**src/rtl/seq_bit_serializer.sv**
```systemverilog
// Parallel-to-serial stage feeding the serial sequence detector.
// Words enter through load/ready and leave one bit per enabled clock on x/x_valid.
//
// state | meaning
// IDLE  | no word in flight, ready for a new word
// SHIFT | word in flight, x carries the current bit
module seq_bit_serializer #(
  parameter int WIDTH     = 10,
  parameter bit MSB_FIRST = 1'b1
) (
  input  logic             clk,
  input  logic             rst,
  input  logic             load,
  input  logic [WIDTH-1:0] data,
  input  logic             en,
  output logic             ready,
  output logic             x,
  output logic             x_valid,
  output logic             busy,
  output logic             done
);

  localparam int CW = (WIDTH > 1) ? $clog2(WIDTH) : 1;
  localparam logic [CW-1:0] LAST = CW'(WIDTH - 1);

  typedef enum logic {IDLE, SHIFT} state_t;

  state_t           state;
  logic [WIDTH-1:0] sh;
  logic [CW-1:0]    cnt;
  logic             last_bit;
  logic             out_bit;

  // Final bit is consumed on this edge; also the window for a back-to-back load.
  assign last_bit = (state == SHIFT) && (cnt == LAST) && en;
  assign ready    = (state == IDLE) || last_bit;

  assign out_bit  = MSB_FIRST ? sh[WIDTH-1] : sh[0];
  assign x_valid  = (state == SHIFT);
  assign busy     = (state == SHIFT);
  assign x        = (state == SHIFT) && out_bit;

  always_ff @(posedge clk or posedge rst) begin
    if (rst) begin
      state <= IDLE;
      sh    <= '0;
      cnt   <= '0;
      done  <= 1'b0;
    end else begin
      done <= last_bit;
      case (state)
        IDLE: begin
          if (load) begin
            sh    <= data;
            cnt   <= '0;
            state <= SHIFT;
          end
        end
        SHIFT: begin
          if (en) begin
            if (cnt == LAST) begin
              cnt <= '0;
              if (load) begin
                sh <= data;
              end else begin
                sh    <= '0;
                state <= IDLE;
              end
            end else begin
              sh  <= MSB_FIRST ? {sh[WIDTH-2:0], 1'b0} : {1'b0, sh[WIDTH-1:1]};
              cnt <= cnt + CW'(1);
            end
          end
        end
        default: state <= IDLE;
      endcase
    end
  end

endmodule

```
**config.mk**
```make
export PLATFORM = sky130hd
export DESIGN_NAME = seq_bit_serializer
export DESIGN_NICKNAME = d
export VERILOG_FILES = /design/src/rtl/seq_bit_serializer.sv
export SDC_FILE = /design/constraint.sdc
export NUM_CORES = 1
export LEC_CHECK = 0
export BUFFER_PORTS_ARGS = -buffer_cell sky130_fd_sc_hd__buf_4
export CAP_MARGIN = 30
export CORE_MARGIN = 4
export CORE_UTILIZATION = 55
export DETAILED_ROUTE_END_ITERATION = 12
export HOLD_SLACK_MARGIN = 0.06
export PLACE_DENSITY_LB_ADDON = 0.2
export REMOVE_ABC_BUFFERS = 1
export SKIP_CTS_REPAIR_TIMING = 1
export SLEW_MARGIN = 40
export SYNTH_ARGS = -nofsm -noshare
export SYNTH_HDL_FRONTEND = slang
export SYNTH_SLANG_ARGS = --single-unit
```
**constraint.sdc**
```tcl
create_clock -name clk -period 3.6 [get_ports clk]
set_input_delay 0.72 -clock clk [delete_from_list [all_inputs] [get_ports clk]]
set_output_delay 0.72 -clock clk [all_outputs]
set_load 0.01 [all_outputs]
```
======== Word-level counts from Yosys, hierarchy flattened ========
Index checks and enable logic that the tools add are counted.
operators by class
  bitwise operators ....................... 1
  add/sub/neg operators ................... 1
  eq/ne operators ......................... 3
  muxes and demuxes ....................... 13
  reductions and logical operators ........ 5
operators with widths
  operator               number
  $mux W10               4
  $pmux W10 S2           1
  $mux W4                3
  $pmux W4 S2            1
  $add A4 B1 Y4 const B  1
  $eq A4 B4 Y1 const B   1
  $ne A2 B2 Y1 const B   2
  $logic_and A1 B1 Y1    3
  $mux W1                3
  $pmux W1 S2            1
  $reduce_and A2 Y1      1
  $logic_or A1 B1 Y1     1
  $not A1 Y1             1
word-level totals
  word-level logic and storage cells ...... 27
  output and inout bits ................... 5
  register bits after elaboration ......... 16

======== Longest topological paths before layout ========
  word-level depth ........................ 4
  gate-level depth with buffers ........... 6
  gate-level depth less buffers ........... 5

======== Worst setup path after synthesis ========
Ideal clock, no wire load.
  kind .................................... input to output
  start point ............................. input port en
  end point ............................... output port ready
  stages .................................. 2
  setup slack ............................. 1.806 ns
  arrival time ............................ 1.074 ns
  data required time ...................... 2.880 ns
  path buffers ............................ 0
  path through ............................ inv_1 o21ai_0
on the way
  longest elaborated chain between the ends .. 2
RTL lines
  element              RTL line  source
  start: declaration   15        input logic en,
  $logic_and A1 B1 Y1  35        assign last_bit = (state == SHIFT) && (cnt == LAST) && en;
  $logic_or A1 B1 Y1   36        assign ready = (state == IDLE) || last_bit;
  end: declaration     16        output logic ready,
Every way passes these cells.

======== Worst setup path in the final report ========
  start point ............................. register cnt[1]
  end point ............................... output port ready
on the way
  longest elaborated chain between the ends .. 4
RTL lines
  element                            RTL line  source
  start: declaration                 30        logic [CW-1:0] cnt;
  start signal: assignment           71        cnt <= cnt + CW'(1);
  $eq A4 B4 Y1                       35
  $logic_and A1 B1 Y1 (2 in series)  35
  $logic_or A1 B1 Y1                 36
Every way passes these cells.

==> key figures <==
Place
  • Post-place instance area: just over 900 µm²
  • Number of placed instances with taps included: 115
  • PortBufs: 18
  • Detailed placement HPWL: 1.17 mm
  • GP Congestion: between 0.7 and 0.8
  • Place WS: 1340 ps

Setup path
  • Slowest-stage cell, CP: sky130_fd_sc_hd__dfrtp_1
  • Critical Path AT: 1900 ps
  • Crit path buffers/inverters: 2
  • Cell family with the largest share of critical-path delay: flip-flops
  • Required time reported for the critical path endpoint: between 2000 and 3000 ps
  • Worst reg2reg path depth: 5
  • Reg2Reg Setup Slack: ~2000 ps
  • Endpoint of the worst register-to-register path: busy
  • Critical path class: register to output pin
  • CP startpoint kind: register
  • Critical Path Sink Type: output pin
  • Critical Path Fanout Max: 12
  • Cell Chain, Critical Path: inv_1 -> ha_1 -> nand3b_1 -> o21ai_0 -> buf_4
  • Reg-to-reg critical path startpoint: cnt[1]
  • Peak per-stage delay on the critical path: 410 ps

Hold path
  • Hold crit path type: input port to async pin

STA
  • Count of endpoints failing setup in the final report: 0
  • Final sum of negative setup slack: 0 ps
  • Final critical-path setup slack: approximately 1000 ps
  • RSZ-0062 raised after global routing: no
  • Clk_skew: 1.36 ps
  • Transition time at the pin with the least slew margin: 594 ps
  • Tmin final: 2620 ps
  • Final-report hold violation count: 0
  • Final-layout worst hold slack: approximately 500 ps
  • Number of max-slew violations in the final report: 0
  • Achievable frequency: 382 MHz
  • Slew Limit Headroom: about three fifths
  • Final critical-path share of the clock period: 72.7%

Global routing
  • Met2 Resource Use GR: 27.7%
  • Met1 track utilization from global routing: 23.8%
  • GRT Total Usage: 18.0%
  • Aggregate global routing overflow: 0
  • Global Route met3 Usage: 3.52%
  • Pin count of the biggest net entering global routing: 24
  • Number of global-route vias before repair: a little under 600
  • Gr busiest metal: met2
  • First-pass GRT wire length: approximately 2.7 mm
  • Number of antenna violations at the first check in global routing: 0

Synth
  • Portion of synthesized cell area occupied by the leading cell type: 49.2%
  • Primary flip-flop cell chosen by synthesis mapping: sky130_fd_sc_hd__dfrtp_1
  • Number of storage elements in the synthesis netlist: 16
  • Number of synthesized flops with an enable pin: 0
  • Most repeated cell in the gate-level netlist after synthesis: sky130_fd_sc_hd__dfrtp_1
  • Cell Area, Synth: around 810 µm²
  • Syn Inst Count: 89
  • Cell types with the highest counts after synthesis: sky130_fd_sc_hd__dfrtp_1 (16), sky130_fd_sc_hd__nand3_1 (11), sky130_fd_sc_hd__nor2_1 (10)
  • Count of different cell masters after synthesis: 24
  • YS warnings: 0
  • Share of the yosys chip area belonging to registers: between 40% and 50%
  • FFs w/ async S/R, synth: 100%
  • Ranking of synthesized cells by area: sky130_fd_sc_hd__dfrtp_1 (49%), sky130_fd_sc_hd__a31oi_1 (6.9%), sky130_fd_sc_hd__nand3_1 (6.8%), sky130_fd_sc_hd__o21ai_0 (5.5%), sky130_fd_sc_hd__nor2_1 (4.6%)
  • Cell type with the largest total area after synthesis: sky130_fd_sc_hd__dfrtp_1
  • Synth Area per Inst: 9.14 µm²

Final layout
  • Post-layout util: 71.3%
  • Antenna cell count: 0
  • Final net count: 121
  • Final non-filler cell total: 119
  • Total non-filler cell area in the finished layout: 962 µm²
  • Area growth from synthesis to final layout: 18.3%
  • Filler cells: 110
  • Fraction of layout instances using a drive strength above 1: between 20 and 25%

Run
  • Count of maximum capacitance violations: 0

Clock tree
  • Clock Pin Slew Worst Setup and Hold Paths: roughly 90 ps
  • Num Clock Sinks: 16
  • Source-to-sink clock delay at the later pin of the worst-skew pair: roughly 280 ps
  • CTS tree: done
  • Number of buffers created by CTS: 3
  • Max Root-Sink Buffers: 2
  • CTS root buffer: sky130_fd_sc_hd__clkbuf_4
  • # H-tree levels: 1

Route
  • Count of vias placed by the detailed router: 700
  • Post-route antenna net violation count: 0
  • Total length of routed wires: 1.69 mm
  • DRT iter0 DRCs: 23
  • Routed wire length per instance: 14.2 µm
  • Initial DRT Pass Iterations: 4
  • # DRC: 0
  • Vias per Instance: 5.88

Pwr
  • Switching share of total power: between 30% and 40%
  • Register share of total power: 48.5%
  • Power per cell area: 633 mW/mm²
  • Highest ir drop seen on vdd: 0.466 mV
  • Switching pwr: approximately 0.21 mW
  • Static Leakage: roughly 0.46 nW
  • Internal power summed over all cells: 0.402 mW
  • Combinational group share of total power: 31.9%
  • Clock network fraction of total power: 19.7%
  • PnR Total Power: 0.609 mW

Floorplanning
  • Area inside the core boundary: 0.00135 mm²
  • Initial core utilization: 60.2%
  • Number of standard-cell rows in the floorplan: 13
  • Y dimension of the die: 46.5 µm
  • Number of placed I/O pins: 19
  • Chip width: 46.5 µm
  • Die area: 0.00216 mm²

Status
  • Status: finished, final reports clean
[power groups by stage]
| stage | combinational, mW | sequential (mW) | clock [mW] |
|---|---|---|---|
| after floorplan | 0.136 | 0.286 | 0 |
| after global placement | 0.182 | 0.293 | 0 |
| after detailed placement | 0.193 | 0.299 | 0 |
| after CTS | 0.193 | 0.294 | 0.121 |
| after global routing | 0.224 | 0.303 | 0.130 |
| final | 0.194 | 0.295 | 0.120 |
[final cells by class]
cell class	instances	area (µm²)	area share [%]
sequential	16	400	41.6
multi-input combinational	60	349	36.3
timing repair buffer	18	135	14.0
clock buffer	4	36.3	3.77
inverter	6	22.5	2.34
tap	15	18.8	1.95
[cell usage in the layout, fill, tap and decap left out, drive strengths merged]
cell type,netlist,final
inv,6,6
nand3b,1,1
o22ai,2,2
o211ai,1,1
ha,2,2
dfrtp,16,16
buf,5,18
or3,1,1
and2,1,1
o221ai,1,1
nand2b,1,1
nand2,4,4
and4b,1,1
nand3,11,11
clkbuf,2,4
a31oi,9,9
a21oi,1,1
nor2,10,10
mux2i,2,2
mux2,1,1
o21ai,11,11
[worst max path at each step]
stage	from	end	slack, ps	cells past startpoint
global route	cnt[1]	ready	780	5
finish	cnt[1]	ready	980	5
detailed placement	cnt[1]	ready	1340	5
CTS	cnt[1]	ready	1020	5
floorplan	cnt[1]	ready	1620	4
global placement	cnt[1]	ready	1460	5
[logic make-up after synthesis]
logic type	share of synthesized area [%]
buf+inv	7.85
simple gates	17.7
compound gates	17.8
fa+ha+maj	3.08
mux	4.31
flops	49.2
[flip-flops by register name, indices dropped and copies added, names as in the netlist]
signal / flops
busy: 1
cnt: 4
sh: 10
done: 1
[per-layer routing]
metal	share of wire [%]	vias to the layer above
li1	-	343
met1	46	334
met2	46	19
met3	6.5	4
met4	1.8	0
met5	0	-
Power figures use the tool's default switching activity.
